File: src/rtl/hilo_pkg.sv
// Shared definitions for the HI/LO controller: op encodings, FSM states and
// the multiplier/divider latency.
package hilo_pkg;

    localparam int unsigned XLEN       = 32;
    localparam int unsigned OP_W       = 4;
    localparam int unsigned MD_LATENCY = 34;

    localparam logic [OP_W-1:0] OP_NOP   = 4'd0;
    localparam logic [OP_W-1:0] OP_MULT  = 4'd1;
    localparam logic [OP_W-1:0] OP_MULTU = 4'd2;
    localparam logic [OP_W-1:0] OP_DIV   = 4'd3;
    localparam logic [OP_W-1:0] OP_DIVU  = 4'd4;
    localparam logic [OP_W-1:0] OP_MFHI  = 4'd5;
    localparam logic [OP_W-1:0] OP_MFLO  = 4'd6;
    localparam logic [OP_W-1:0] OP_MTHI  = 4'd7;
    localparam logic [OP_W-1:0] OP_MTLO  = 4'd8;

    typedef enum logic [1:0] {
        IDLE  = 2'd0,
        BUSY  = 2'd1,
        ABORT = 2'd2
    } state_e;

    // Ops that launch a mul_div operation.
    function automatic logic is_md_op(input logic [OP_W-1:0] op);
        return (op == OP_MULT) || (op == OP_MULTU) || (op == OP_DIV) || (op == OP_DIVU);
    endfunction

    // Ops that touch HI/LO and therefore must wait for an in-flight operation.
    function automatic logic is_hilo_op(input logic [OP_W-1:0] op);
        return (op >= OP_MULT) && (op <= OP_MTLO);
    endfunction

endpackage

File: src/rtl/hilo_unit_if.sv
// Decode-side request bus and mul_div control bus of the HI/LO controller.
interface hilo_unit_if;
    import hilo_pkg::*;

    logic                valid_i;
    logic [OP_W-1:0]     op_i;
    logic [XLEN-1:0]     rs_i;
    logic [XLEN-1:0]     rt_i;
    logic                flush_i;
    logic [2*XLEN-1:0]   md_result_i;
    logic                md_ready_i;
    logic                md_start_o;
    logic                md_sel_mul_o;
    logic                md_signed_o;
    logic [XLEN-1:0]     md_op1_o;
    logic [XLEN-1:0]     md_op2_o;
    logic                md_annul_o;
    logic                stall_o;
    logic [XLEN-1:0]     rd_data_o;
    logic [XLEN-1:0]     hi_o;
    logic [XLEN-1:0]     lo_o;
    logic                md_err_o;

    modport slave (
        input  valid_i, op_i, rs_i, rt_i, flush_i, md_result_i, md_ready_i,
        output md_start_o, md_sel_mul_o, md_signed_o, md_op1_o, md_op2_o, md_annul_o,
        output stall_o, rd_data_o, hi_o, lo_o, md_err_o
    );

    modport master (
        output valid_i, op_i, rs_i, rt_i, flush_i, md_result_i, md_ready_i,
        input  md_start_o, md_sel_mul_o, md_signed_o, md_op1_o, md_op2_o, md_annul_o,
        input  stall_o, rd_data_o, hi_o, lo_o, md_err_o
    );

endinterface

File: src/rtl/hilo_unit.sv
// Execute-stage HI/LO owner: issues MULT/DIV to mul_div, holds operands until
// the result returns, commits HI/LO, and swallows results killed by a flush.
module hilo_unit #(
    parameter int unsigned MD_LATENCY = hilo_pkg::MD_LATENCY,
    parameter int unsigned WD_LIMIT   = 40
) (
    input  logic        clk,
    input  logic        rst,
    hilo_unit_if.slave  bus
);
    import hilo_pkg::*;

    localparam int unsigned    WD_W       = 6;
    localparam logic [WD_W-1:0] WD_LIMIT_C = WD_W'(WD_LIMIT);

    // The watchdog must never fire on a healthy operation.
    if ((WD_LIMIT <= MD_LATENCY) || (WD_LIMIT >= (1 << WD_W))) begin : g_bad_wd_limit
        $error("hilo_unit: WD_LIMIT must exceed MD_LATENCY and fit the watchdog counter");
    end

    state_e            state_q, state_d;
    logic [XLEN-1:0]   hi_q, hi_d;
    logic [XLEN-1:0]   lo_q, lo_d;
    logic [XLEN-1:0]   op1_q, op1_d;
    logic [XLEN-1:0]   op2_q, op2_d;
    logic              sel_mul_q, sel_mul_d;
    logic              signed_q, signed_d;
    logic              err_q, err_d;
    logic [WD_W-1:0]   wd_cnt_q, wd_cnt_d;

    logic              accept_c;
    logic              issue_c;
    logic [WD_W-1:0]   wd_inc_c;

    assign accept_c = bus.valid_i && !bus.flush_i;
    assign issue_c  = accept_c && (state_q == IDLE) && is_md_op(bus.op_i);
    assign wd_inc_c = (wd_cnt_q == '1) ? wd_cnt_q : wd_cnt_q + WD_W'(1);

    // Next-state, HI/LO update and operand capture.
    always_comb begin
        state_d   = state_q;
        hi_d      = hi_q;
        lo_d      = lo_q;
        op1_d     = op1_q;
        op2_d     = op2_q;
        sel_mul_d = sel_mul_q;
        signed_d  = signed_q;
        wd_cnt_d  = wd_cnt_q;

        case (state_q)
            IDLE: begin
                if (issue_c) begin
                    state_d   = BUSY;
                    op1_d     = bus.rs_i;
                    op2_d     = bus.rt_i;
                    sel_mul_d = (bus.op_i == OP_MULT) || (bus.op_i == OP_MULTU);
                    signed_d  = (bus.op_i == OP_MULT) || (bus.op_i == OP_DIV);
                    wd_cnt_d  = '0;
                end else if (accept_c && (bus.op_i == OP_MTHI)) begin
                    hi_d = bus.rs_i;
                end else if (accept_c && (bus.op_i == OP_MTLO)) begin
                    lo_d = bus.rs_i;
                end
            end
            BUSY: begin
                wd_cnt_d = wd_inc_c;
                // A flush coinciding with ready still discards the result.
                if (bus.flush_i) begin
                    state_d = bus.md_ready_i ? IDLE : ABORT;
                end else if (bus.md_ready_i) begin
                    hi_d    = bus.md_result_i[2*XLEN-1:XLEN];
                    lo_d    = bus.md_result_i[XLEN-1:0];
                    state_d = IDLE;
                end
            end
            ABORT: begin
                wd_cnt_d = wd_inc_c;
                if (bus.md_ready_i) begin
                    state_d = IDLE;
                end
            end
            default: begin
                state_d = IDLE;
            end
        endcase

        err_d = err_q || ((state_q != IDLE) && (wd_cnt_d >= WD_LIMIT_C));
    end

    always_ff @(posedge clk) begin
        if (rst) begin
            state_q   <= IDLE;
            hi_q      <= '0;
            lo_q      <= '0;
            op1_q     <= '0;
            op2_q     <= '0;
            sel_mul_q <= 1'b0;
            signed_q  <= 1'b0;
            err_q     <= 1'b0;
            wd_cnt_q  <= '0;
        end else begin
            state_q   <= state_d;
            hi_q      <= hi_d;
            lo_q      <= lo_d;
            op1_q     <= op1_d;
            op2_q     <= op2_d;
            sel_mul_q <= sel_mul_d;
            signed_q  <= signed_d;
            err_q     <= err_d;
            wd_cnt_q  <= wd_cnt_d;
        end
    end

    // Start drops in the ready cycle so mul_div does not relaunch on stale state.
    assign bus.md_start_o   = (state_q != IDLE) && !bus.md_ready_i;
    assign bus.md_sel_mul_o = sel_mul_q;
    assign bus.md_signed_o  = signed_q;
    assign bus.md_op1_o     = op1_q;
    assign bus.md_op2_o     = op2_q;
    assign bus.md_annul_o   = 1'b0;
    assign bus.hi_o         = hi_q;
    assign bus.lo_o         = lo_q;
    assign bus.md_err_o     = err_q;
    assign bus.stall_o      = accept_c && is_hilo_op(bus.op_i) && (state_q != IDLE);

    always_comb begin
        bus.rd_data_o = '0;
        if ((state_q == IDLE) && bus.valid_i) begin
            if (bus.op_i == OP_MFHI) begin
                bus.rd_data_o = hi_q;
            end else if (bus.op_i == OP_MFLO) begin
                bus.rd_data_o = lo_q;
            end
        end
    end

endmodule

File: src/flat_wrapper.sv
// flat-port wrapper written by rule: the top's interface ports become plain ports
module hilo_unit_flat import hilo_pkg::*;
#(
    parameter int unsigned MD_LATENCY = hilo_pkg::MD_LATENCY,
    parameter int unsigned WD_LIMIT   = 40
)
  (clk, rst, bus_valid_i, bus_op_i, bus_rs_i, bus_rt_i, bus_flush_i, bus_md_result_i, bus_md_ready_i, bus_md_start_o, bus_md_sel_mul_o, bus_md_signed_o, bus_md_op1_o, bus_md_op2_o, bus_md_annul_o, bus_stall_o, bus_rd_data_o, bus_hi_o, bus_lo_o, bus_md_err_o);
  hilo_unit_if bus_i ();
  input  logic clk;
  input  logic rst;
  input wire logic [$bits(bus_i.valid_i)-1:0] bus_valid_i;
  input wire logic [$bits(bus_i.op_i)-1:0] bus_op_i;
  input wire logic [$bits(bus_i.rs_i)-1:0] bus_rs_i;
  input wire logic [$bits(bus_i.rt_i)-1:0] bus_rt_i;
  input wire logic [$bits(bus_i.flush_i)-1:0] bus_flush_i;
  input wire logic [$bits(bus_i.md_result_i)-1:0] bus_md_result_i;
  input wire logic [$bits(bus_i.md_ready_i)-1:0] bus_md_ready_i;
  output wire logic [$bits(bus_i.md_start_o)-1:0] bus_md_start_o;
  output wire logic [$bits(bus_i.md_sel_mul_o)-1:0] bus_md_sel_mul_o;
  output wire logic [$bits(bus_i.md_signed_o)-1:0] bus_md_signed_o;
  output wire logic [$bits(bus_i.md_op1_o)-1:0] bus_md_op1_o;
  output wire logic [$bits(bus_i.md_op2_o)-1:0] bus_md_op2_o;
  output wire logic [$bits(bus_i.md_annul_o)-1:0] bus_md_annul_o;
  output wire logic [$bits(bus_i.stall_o)-1:0] bus_stall_o;
  output wire logic [$bits(bus_i.rd_data_o)-1:0] bus_rd_data_o;
  output wire logic [$bits(bus_i.hi_o)-1:0] bus_hi_o;
  output wire logic [$bits(bus_i.lo_o)-1:0] bus_lo_o;
  output wire logic [$bits(bus_i.md_err_o)-1:0] bus_md_err_o;
  assign bus_i.valid_i = bus_valid_i;
  assign bus_i.op_i = bus_op_i;
  assign bus_i.rs_i = bus_rs_i;
  assign bus_i.rt_i = bus_rt_i;
  assign bus_i.flush_i = bus_flush_i;
  assign bus_i.md_result_i = bus_md_result_i;
  assign bus_i.md_ready_i = bus_md_ready_i;
  assign bus_md_start_o = bus_i.md_start_o;
  assign bus_md_sel_mul_o = bus_i.md_sel_mul_o;
  assign bus_md_signed_o = bus_i.md_signed_o;
  assign bus_md_op1_o = bus_i.md_op1_o;
  assign bus_md_op2_o = bus_i.md_op2_o;
  assign bus_md_annul_o = bus_i.md_annul_o;
  assign bus_stall_o = bus_i.stall_o;
  assign bus_rd_data_o = bus_i.rd_data_o;
  assign bus_hi_o = bus_i.hi_o;
  assign bus_lo_o = bus_i.lo_o;
  assign bus_md_err_o = bus_i.md_err_o;
  hilo_unit #(.MD_LATENCY(MD_LATENCY), .WD_LIMIT(WD_LIMIT)) u_core (.clk(clk), .rst(rst), .bus(bus_i));
endmodule
File: config.mk
export PLATFORM = sky130hd
export DESIGN_NAME = hilo_unit_flat
export DESIGN_NICKNAME = d
export VERILOG_FILES = /design/src/rtl/hilo_pkg.sv /design/src/rtl/hilo_unit_if.sv /design/src/rtl/hilo_unit.sv /design/src/flat_wrapper.sv
export SDC_FILE = /design/constraint.sdc
export NUM_CORES = 1
export LEC_CHECK = 0
export BUFFER_PORTS_ARGS = -buffer_cell sky130_fd_sc_hd__buf_4
export CORE_MARGIN = 3
export CORE_UTILIZATION = 40
export CTS_CLUSTER_SIZE = 14
export DETAILED_ROUTE_END_ITERATION = 10
export HOLD_SLACK_MARGIN = 0.05
export PLACE_DENSITY = 0.7
export SYNTH_ARGS = -nofsm -noshare
export SYNTH_HDL_FRONTEND = slang
export SYNTH_SLANG_ARGS = --single-unit
File: constraint.sdc
create_clock -name clk -period 2.4 [get_ports clk]
set_input_delay 0.12 -clock clk [delete_from_list [all_inputs] [get_ports clk]]
set_output_delay 0.12 -clock clk [all_outputs]
set_load 0.02 [all_outputs]
[After elaboration in Yosys (flattened, before gate mapping)]
Cells that the tools add are included.
Operators by class
  add/subtract/negate cells: 1
  magnitude comparators: 3
  equality and inequality tests: 18
  mux-type cells: 22
  reductions and logical operators: 25
Operator list (count)
  $mux W32: 12
  $pmux W32 S2: 2
  $eq A4 B3 Y1 const B: 4
  $mux W6: 2
  $ne A2 B2 Y1 const B: 6
  $pmux W6 S2: 1
  $logic_and A1 B1 Y1: 11
  $eq A4 B2 Y1 const B: 2
  $mux W2: 4
  $add A6 B1 Y6 const B: 1
  $eq A6 B6 Y1 const B: 1
  $ge A6 B6 Y1 const B: 1
  $pmux W2 S3: 1
  $reduce_and A6 Y1: 1
  $logic_or A1 B1 Y1: 5
  $reduce_and A5 Y1: 1
  $eq A4 B1 Y1 const B: 1
  $eq A4 B4 Y1 const B: 1
  $ge A4 B1 Y1 const B: 1
  $le A4 B4 Y1 const B: 1
  $reduce_bool A2 Y1: 2
  $eq A2 B1 Y1 const B: 1
  $eq A2 B2 Y1 const B: 1
  $logic_not A1 Y1: 2
  other kinds (4): 4
Storage, ports and cells
  register bits after elaboration: 139
  input bits: 137
  output and inout bits: 166

[Depth between registers and ports, before layout]
Gate-level depths: netlist (run 1).
  depth in word-level cells: 10
  gate-level depth with buffers: 9

[Worst setup path after synthesis (run 1)]
No wires, ideal clock.
  path type: register -> register
  start: register u_core.state_q[0]
  end: register u_core.hi_q[10] (netlist: u_core.bus.hi_o[10])
  library setup time: 0.081 ns
  arrival: 1.714 ns
  required time: 2.319 ns
  setup slack: 0.605 ns
  stages on the path, launching flop included: 9
  buffers on the path: 2
  clock period less this slack: 1.795 ns
  cell sequence: dfxtp_1 inv_1 ha_1 and2_4 a41o_1 and2_1 buf_2 buf_6 a211oi_2
On the way
  longest elaborated chain between the ends: 5
  elaborated cells between the ends (all ways): 11
  those cells by class: 5 x eq/ne; 1 x mux; 5 x reduce/logical
RTL lines
  start: declaration: line hilo_unit.sv:21  | state_e state_q, state_d;
  start signal: assignment: line hilo_unit.sv:102  | state_q <= state_d;
  $logic_not A2 Y1: line hilo_unit.sv:36, hilo_unit.sv:50
  $logic_and A1 B1 Y1 (2 in series): line hilo_unit.sv:36  | assign issue_c = accept_c && (state_q == IDLE) && is_md_op(bus.op_i);
  $ne A2 B2 Y1 (no line)
  $reduce_and A5 Y1 (no line)
  end signal: assignment: line hilo_unit.sv:103  | hi_q <= hi_d;
  end: declaration: line hilo_unit.sv:22  | logic [XLEN-1:0] hi_q, hi_d;
Several ways; a longest one is shown, not always the timed one.
A chain may end at the register's enable or synchronous reset.

[Worst setup path in the final report (run 1)]
  start: register u_core.state_q[1]
  end: register u_core.lo_q[29] (netlist: u_core.bus.lo_o[29])
On the way
  longest elaborated chain between the ends: 5
  elaborated cells between the ends (all ways): 12
  those cells by class: 6 x eq/ne; 1 x mux; 5 x reduce/logical
RTL lines
  $logic_not A2 Y1: line hilo_unit.sv:36, hilo_unit.sv:50
  $logic_and A1 B1 Y1 (2 in series): line hilo_unit.sv:36
  $ne A2 B2 Y1 (no line)
  $reduce_and A6 Y1 (no line)
  end signal: assignment: line hilo_unit.sv:104  | lo_q <= lo_d;
  end: declaration: line hilo_unit.sv:23  | logic [XLEN-1:0] lo_q, lo_d;
Several ways; a longest one is shown, not always the timed one.

==> results of run 1 <==
==> worst register-to-register path, cell delays in order (launching register included) <==
cell and delay (ns):
dfxtp_1 0.34, inv_1 0.12, ha_4 0.27, buf_4 0.74, mux2i_1 0.35, a211oi_2 0.28
==> kinds of logic (layout without fill, tap and decap cells) <==
kind of cell    after synthesis  after routing
compound gates              258            258
xor+xnor                      2              2
fa+ha+maj                     5              5
buf+inv                      83            428
flops                       139            139
mux                          64             64
other cells                   1              2
simple gates                198            198
==> layout by cell type, fill, tap and decap left out, types with 3 or more instances in the layout <==
cell type,synthesis,routed
ha_1,5,4
a211oi_1,9,9
nand2_1,137,137
nor2_1,36,36
a22oi_1,33,33
buf_4,5,318
nor2b_1,4,4
clkbuf_8,0,3
nand3_1,5,5
a211oi_2,60,60
inv_1,8,8
o21ai_0,4,4
bufinv_16,0,4
clkbuf_16,0,17
a21oi_1,138,137
mux2i_1,64,64
dlygate4sd3_1,0,67
buf_12,0,3
and2_4,1,3
dfxtp_1,139,139
==> registers in the layout (all words and copies together) (netlist names) <==
name / flops
u_core.bus.hi_o: 32
u_core.bus.lo_o: 32
u_core.bus.md_op1_o: 32
u_core.bus.md_op2_o: 32
u_core.wd_cnt_q: 6
u_core.state_q: 2
u_core.bus.md_err_o: 1
u_core.bus.md_sel_mul_o: 1
u_core.bus.md_signed_o: 1
==> metal layers <==
| metal | track usage [%] | routed length [um] | up-vias |
|---|---|---|---|
| li1 | - | - | 3349 |
| met1 | 32.36 | 10120 | 3285 |
| met2 | 43.64 | 12080 | 277 |
| met3 | 5.999 | 1546 | 45 |
| met4 | 8.767 | 567 | 0 |
| met5 | 0 | 0 | - |
==> worst min-delay path by stage <==
| stage | endpoint | slack (ns) | cells after the start |
|---|---|---|---|
| 2_1_floorplan | u_core.bus.md_op2_o[22] | 0.26 | 2 |
| 3_3_place_gp | u_core.bus.md_op2_o[24] | 0.37 | 3 |
| 3_5_place_dp | u_core.bus.md_op2_o[27] | 0.38 | 3 |
| 4_1_cts | u_core.bus.lo_o[0] | 0.07 | 3 |
| 5_1_grt | u_core.bus.lo_o[0] | 0.09 | 3 |
| 6_report | u_core.bus.lo_o[0] | 0.08 | 3 |
==> power by group <==
| part | total, mW | internal [mW] | switching, mW | leakage [nW] |
|---|---|---|---|---|
| clock | 2.81 | 1.82 | 0.986 | 0.306 |
| combinational | 0.785 | 0.383 | 0.402 | 2.62 |
| sequential | 2.38 | 2.35 | 0.0319 | 1.12 |
==> area by class of cell <==
cell class | instances | area [um2]
Timing Repair Buffer | 389 | 3129
Clock inverter | 10 | 162.7
Clock buffer | 21 | 470.5
Antenna cell | 1 | 2.502
Fill cell | 1321 | 5733
Tap cell | 216 | 270.3
Multi-Input combinational cell | 528 | 3477
Sequential cell | 139 | 2783
Inverter | 8 | 30.03
==> metrics by stage <==
step / power (mW) / setup slack [ns] / hold WS, ns / instance area (um2) / utilization, %
global route: 6.180 / 0.09789 / 0.08841 / 10320 / 64.28
floorplan: 2.768 / 0.6051 / 0.2560 / 6639 / -
finish: 5.975 / 0.2123 / 0.07516 / 10320 / 64.30
CTS: 6.006 / 0.02642 / 0.06515 / 10300 / 64.16
global placement: 3.113 / 0.1322 / 0.3667 / 8999 / 56.04
detailed placement: 3.119 / 0.05721 / 0.3783 / 8999 / 56.04
==> repair_timing <==
action / in CTS / in global routing
gates resized for setup: 0 / 3
setup buffers: 0 / 2
setup endpoints to repair: 0 / 65
hold buffers: 67 / 0
endpoints found under the hold margin: 66 / 0
==> impl_metrics.ini, run 1 <==
[run_status]
status = completed

[synth]
synth_warnings = 0
synth_ff_type = dfxtp_1
synth_compound_area_share_pct = 28.59
yosysTopAreaCell = dfxtp_1
synth-edff-count = 0
synth.area.mux_share_pct = 9.649
netlist_area_um2 = 6639
synth_cells = 750
synth_top_family_by_area = compound AO/OA/AOI/OAI gates
ys_types = 42
synth_nets = 892
synth_fa_ha_area_share_pct = 0.9423
synthArstFlopShare_pct = 0
ys_ff_latch = 139
synth_top_cell_area_share_pct = 41.91
synthSimpleGateAreaFrac_pct = 12.38
seq_area_frac_synth_pct = 41.91
syn_avg_cell_area_um2 = 8.852
synth_commonest_cells = dfxtp_1, a21oi_1, nand2_1
synth_most_common_cell = dfxtp_1
synth_area_leaders = dfxtp_1, a211oi_2, a21oi_1
synth_xor_area_share_pct = 0.2639

[drt]
drt_iter0_drc = 454
num_vias = 6956
first_pass_iters = 5
drc = 0
ant_nets = 0
drt-total-wl_um = 24310
vias_per_cell = 5.302
drt-wirelength-per-cell_um = 18.53

[pwr]
power.density_nw_per_um2 = 578.7
power.leakage_nw = 4.050
ir_drop_v = 0.0005932

[min_path]
hold_path.class = primary input to flop
min-delay-start = bus_md_result_i[0]

[setup_path]
cp_num_buf_inv = 2
crit_path_start_kind = flop
critPathLaunch = u_core.state_q[1]
required_ns = 2.72
critPathCapture = u_core.bus.lo_o[29]
worstReg2RegEnd = u_core.bus.lo_o[29]
cp.depth = 5
critPathKind = flop to flop
ff2ff_path_depth = 5
cp_max_fo = 56
rr_startpoint = u_core.state_q[1]
worst_path_largest_cell_delay_ns = 0.74
cp_cell_sequence = inv_1, ha_4, buf_4, mux2i_1, a211oi_2
cp-end-kind = flop
critPathTopFamily = buffers and inverters
critPathArrivalTime_ns = 2.51
slowest_stage = buf_4
rrSetupSlack_ns = 0.21

[timing]
finalSetupViolations = 0
period_share_pct = 91.15
rsz0062_at_grt = no
tightest_slew_ns = 0.9849
drv_slew = 0
fin_tns_setup_ns = 0
clock.fmax_mhz = 457.1
relSlewSlack_pct = 34.34
hold_viol = 0
skew_ns = 0.007640
period_minus_slack_ns = 2.188

[global_route]
grt_pass1_vias = 6819
grt_max_degree = 69
grt_pass1_wl_um = 37500
antenna_found_initial = 0
grt_usage_pct = 25.78
gr-total-overflow = 0

[finish]
stdcell_count = 1312
syn_to_final_growth_pct = 55.52
drive_gt1_share_pct = 38.45
fin_nets = 1225

[placement]
dp_cells = 1211
gp_congestion = 0.8830
io_buffers = 301
place_hpwl_um = 16070

[floorplanning]
core.rowCount = 46
dieArea_um2 = 18180
num_io_pins = 303
core-area_um2 = 16060
dieHeight_um = 134.8
start_util_pct = 41.34
die_x_um = 134.8

[clock_tree]
cts_tree = done
clock-sinks = 139
clk_latency_ns = 0.41
htreeDepth = 4
clkTransAtPathRegs_ns = 0.06
clockBufferDepth = 2
cts_buffers = 17
cts_root_buf = clkbuf_16

[flow_run]
maxCapViolCount = 0
(Power assumes the default switching activity.)
==> run 2: changes to the inputs <==
- SETUP_SLACK_MARGIN: not set -> 0.3
==> run 2 against run 1 <==
  * Register-to-register slack improved by 0.22 ns
  * Core utilization rose by 0.23 points
  * Hold slack got worse by 0.0065 ns
  * Final cell count did not move
  * Total power rose by 0.13%
  * Critical endpoint is now bus_rd_data_o[20]
  * Highest routed layer unchanged
==> impl_metrics.ini, run 2 (synthesis results as in run 1) <==
[clock_tree]
cts_tree = done
htreeDepth = 4
clock-sinks = 139
clk_latency_ns = 0.42
cts_buffers = 17
cts_root_buf = clkbuf_16
clockBufferDepth = 2
clkTransAtPathRegs_ns = 0.05

[pwr]
power.leakage_nw = 4.061
ir_drop_v = 0.0005946
power.density_nw_per_um2 = 577.4

[floorplanning]
core.rowCount = 46
die_x_um = 134.8
dieArea_um2 = 18180
start_util_pct = 41.34
num_io_pins = 303
dieHeight_um = 134.8
core-area_um2 = 16060

[drt]
drt-total-wl_um = 24670
first_pass_iters = 5
ant_nets = 0
drt_iter0_drc = 422
vias_per_cell = 5.321
drt-wirelength-per-cell_um = 18.80
drc = 0
num_vias = 6981

[timing]
relSlewSlack_pct = 52.88
tightest_slew_ns = 0.7067
period_minus_slack_ns = 2.036
finalSetupViolations = 0
skew_ns = 0.01392
fin_tns_setup_ns = 0
period_share_pct = 84.81
drv_slew = 0
hold_viol = 0
clock.fmax_mhz = 491.3
setup_slack_ns = 0.3645
rsz0062_at_grt = yes

[global_route]
grt_pass1_vias = 6803
grt_pass1_wl_um = 37580
grt_usage_pct = 25.85
grt_max_degree = 69
antenna_found_initial = 0
gr-total-overflow = 0

[finish]
final_common_cell = buf_4
fillCellCount = 1314
multiInputGateArea_um2 = 3495
fin_nets = 1225
seq_area_um2 = 2784
drive_gt1_share_pct = 38.63
stdcell_count = 1312
syn_to_final_growth_pct = 56.09
layout_common_cells = buf_4, dfxtp_1, nand2_1, a21oi_1, dlygate4sd3_1

[placement]
post-place-ws_ns = 0.05721
dp_cells = 1211
io_buffers = 301
place_hpwl_um = 16070
gp_congestion = 0.8830

[setup_path]
critPathArrivalTime_ns = 1.92
crit_path_start_kind = primary input
rr_startpoint = u_core.state_q[1]
cp_max_fo = 15
critPathKind = primary input to primary output
cp-end-kind = primary output
ff2ff_path_depth = 7
critPathCapture = bus_rd_data_o[20]
worstReg2RegEnd = u_core.bus.md_op1_o[8]
critPathLaunch = bus_op_i[2]
required_ns = 2.28
rrSetupSlack_ns = 0.43

[min_path]
hold_path.class = primary input to flop

[flow_run]
maxCapViolCount = 0

[run_status]
status = completed
run 2: cell count changes in the layout (fill, tap and decap cells not counted):
cell     before  now
and2_4        3    5
and4b_2       0    1
and4b_4       1    0
buf_4       318  309
buf_6         1    6
buf_8         0    2
dfxtp_1     139  138
dfxtp_2       0    1
nor2b_1       4    3
nor2b_2       0    1
run 2: timing repair:
action                                 in CTS  in global routing
gates cloned                                0                  2
endpoints found under the hold margin      66                  0
setup endpoints to repair                  64                 94
hold buffers                               67                  0
buffers inserted                            0                  0
resized for setup                           3                 12
run 2: worst max-delay path, stage by stage:
cell and delay [ns]:
dlygate4sd3_1 0.52, buf_4 0.13, nor2b_1 0.18, and3b_1 0.23
buf_4 0.26, a22oi_1 0.13, nor2_1 0.17, buf_4 0.17
run 2: metal layers:
layer  wire, um  track usage, %  vias to the layer above
met5          0               0                        -
met4        567           8.767                        0
met3       1470           5.812                       45
met2      12460           44.11                      260
met1      10180           32.28                     3335
li1           -               -                     3341
run 2: power by group:
part | total (mW) | internal [mW] | switching, mW
registers | 2.38 | 2.35 | 0.0319
clock network | 2.81 | 1.82 | 0.989
logic | 0.790 | 0.386 | 0.404
run 2: layout make-up:
cell class	count	area share, %
multi-input combinational	530	33.72
timing repair buffer	387	30.38
sequential	139	26.87
clock buffer	21	4.540
tap	216	2.608
clock inverter	10	1.570
inverter	8	0.2898
antenna	1	0.02415
run 2: stage by stage:
stage               hold slack (ns)  cell area, um2  utilization, %  total power [mW]
floorplan                    0.2560            6639               -             2.768
global placement             0.3667            8999           56.04             3.113
detailed placement           0.3783            8999           56.04             3.119
CTS                         0.05607           10310           64.20             6.007
global route                0.08841           10360           64.52             6.184
finish                      0.06864           10360           64.53             5.983
run 2: how the worst min path moves through the flow:
stage | from | end | cells past startpoint
5_1_grt | bus_md_result_i[17] | u_core.bus.lo_o[17] | 3
3_5_place_dp | bus_rt_i[27] | u_core.bus.md_op2_o[27] | 3
3_3_place_gp | bus_rt_i[24] | u_core.bus.md_op2_o[24] | 3
4_1_cts | bus_op_i[3] | u_core.bus.md_signed_o | 4
2_1_floorplan | bus_rt_i[22] | u_core.bus.md_op2_o[22] | 2
6_report | bus_md_result_i[0] | u_core.bus.lo_o[0] | 3
==> run 3: changes to the inputs <==
- PLACE_DENSITY: 0.7 -> 0.73
- clock period: 2.4 -> 1.8 ns (I/O delays scaled with it)
==> run 3 against run 2 <==
  * Largest cell class is now non-clock buffers
  * The flow now finishes with violations (setup timing)
  * Non-clock buffer count increased by 90
  * Routed wire length grew 39%
  * Combinational power is 97% higher
  * Count of clock-buffer cells in the layout up 1
==> impl_metrics.ini, run 3 (synthesis results as in run 1) <==
[pwr]
ir_drop_v = 0.0006409
pwr-share-clk_pct = 44.8
power.internal_mw = 6.327
power_mw = 8.603
power.switching_mw = 2.276
power.leakage_nw = 5.125
p_comb_share_pct = 18.2
power.density_nw_per_um2 = 653.3
pwr-share-seq_pct = 37.1
p_sw_share_pct = 26.46

[clock_tree]
cts_tree = done
clk_latency_ns = 0.42
clockBufferDepth = 2
clock-sinks = 139
cts_buffers = 17
cts_root_buf = clkbuf_16
clkTransAtPathRegs_ns = 0.06
htreeDepth = 4

[setup_path]
rr_startpoint = u_core.state_q[0]
critPathTopFamily = buffers and inverters
critPathArrivalTime_ns = 2.17
ff2ff_path_depth = 10
worst_path_largest_cell_delay_ns = 0.37
required_ns = 2.15
crit_top_cell = buf_12
critPathKind = flop to flop
rrSetupSlack_ns = -0.02
slowest_stage = dfxtp_4
cp.depth = 10
cp-end-kind = flop
cp_num_buf_inv = 5
crit_path_start_kind = flop
cp_max_fo = 7
cp_cell_sequence = inv_4, ha_4, and2_4, and4b_4, buf_12, buf_8, buf_12, buf_16, nand2_1, a21oi_2
worstReg2RegEnd = u_core.bus.md_op1_o[26]

[placement]
post-place-ws_ns = 0.02916
io_buffers = 301
place_hpwl_um = 16020
dp_cells = 1215
dpl_cell_area_um2 = 9193
gp_congestion = 0.8538

[finish]
stdcell_count = 1402
design_area_um2 = 13170
syn_to_final_growth_pct = 98.36
final_common_cell = buf_4
fin_nets = 1315
final_util_pct = 82.01
layout_common_cells = buf_4, dfxtp_1, dlygate4sd3_1
n_antenna_cell = 0
drive_gt1_share_pct = 56.49

[floorplanning]
core-area_um2 = 16060
start_util_pct = 41.34
core.rowCount = 46
dieHeight_um = 134.8
die_x_um = 134.8
num_io_pins = 303
dieArea_um2 = 18180

[timing]
finalSetupViolations = 1
period_minus_slack_ns = 1.819
setup_slack_ns = -0.01872
rsz0062_at_grt = yes
drv_slew = 0
fin_hold_ws_ns = 0.05473
fin_tns_setup_ns = -0.01872
period_share_pct = 101.0
hold_viol = 0
skew_ns = 0.006080
clock.fmax_mhz = 549.8

[drt]
drc = 0
num_vias = 8206
drt-total-wl_um = 34410
ant_nets = 0
drt_iter0_drc = 665
first_pass_iters = 5
drt-wirelength-per-cell_um = 24.54
vias_per_cell = 5.853

[min_path]
holdPathStages = 3
min_to = u_core.bus.lo_o[5]
min-delay-start = bus_md_result_i[5]
hold_path.class = primary input to flop

[global_route]
grt_pass1_wl_um = 46750
grt_max_degree = 55
grt_usage_pct = 33.04
antenna_found_initial = 0
gr-total-overflow = 0
grt_pass1_vias = 8173

[run_status]
status = finished with violations
violations = setup timing

[flow_run]
maxCapViolCount = 0
## run 3: per-layer routing
layer,track usage (%),vias up,routed length [um],part of all wire (%)
li1,-,3546,-,-
met3,7.340,131,2982,8.7
met5,0,-,0,0
met1,38.94,4005,12440,36
met4,12.61,0,1582,4.6
met2,58.50,524,17410,51
## run 3: what timing repair did
| item | CTS | global route |
|---|---|---|
| setup endpoints to repair | 173 | 173 |
| resized for setup | 247 | 113 |
| endpoints found under the hold margin | 95 | 0 |
| cloned | 17 | 9 |
| hold buffers | 93 | 0 |
| pin swaps | 80 | 83 |
| buffers inserted | 33 | 3 |
## run 3: worst max-delay path by stage
stage                            from                      end  slack (ns)
floorplan           u_core.state_q[1]      u_core.bus.lo_o[10]        0.14
global placement    u_core.state_q[0]       u_core.wd_cnt_q[0]        0.08
detailed placement  u_core.state_q[0]       u_core.wd_cnt_q[0]        0.03
CTS                 u_core.state_q[1]        bus_rd_data_o[30]        0.09
global route        u_core.state_q[0]  u_core.bus.md_op1_o[26]       -0.03
finish              u_core.state_q[0]  u_core.bus.md_op1_o[26]       -0.02
## run 3: worst reg2reg max path, stage by stage, from the launching register on
cell     delay [ns]
dfxtp_4        0.37
inv_4          0.07
ha_4           0.13
and2_4         0.16
and4b_4        0.30
buf_12         0.12
buf_8          0.13
buf_12         0.11
buf_16         0.11
nand2_1        0.08
a21oi_2        0.16
## run 3: final cells by class
type                       count  area [um2]
inverter                       8       35.03
tap                          216       270.3
timing repair buffer         477        4783
clock buffer                  22       474.2
fill                         803        2889
multi-input combinational    530        4656
sequential                   139        2788
clock inverter                10       162.7
## run 3: power by group through the flow
stage | registers (mW) | logic, mW | clock network [mW]
after floorplan | 3.30 | 0.405 | 0
after global placement | 3.24 | 0.931 | 0
after detailed placement | 3.24 | 0.942 | 0
after CTS | 3.18 | 1.40 | 3.84
after global routing | 3.19 | 1.62 | 3.99
final | 3.19 | 1.56 | 3.85
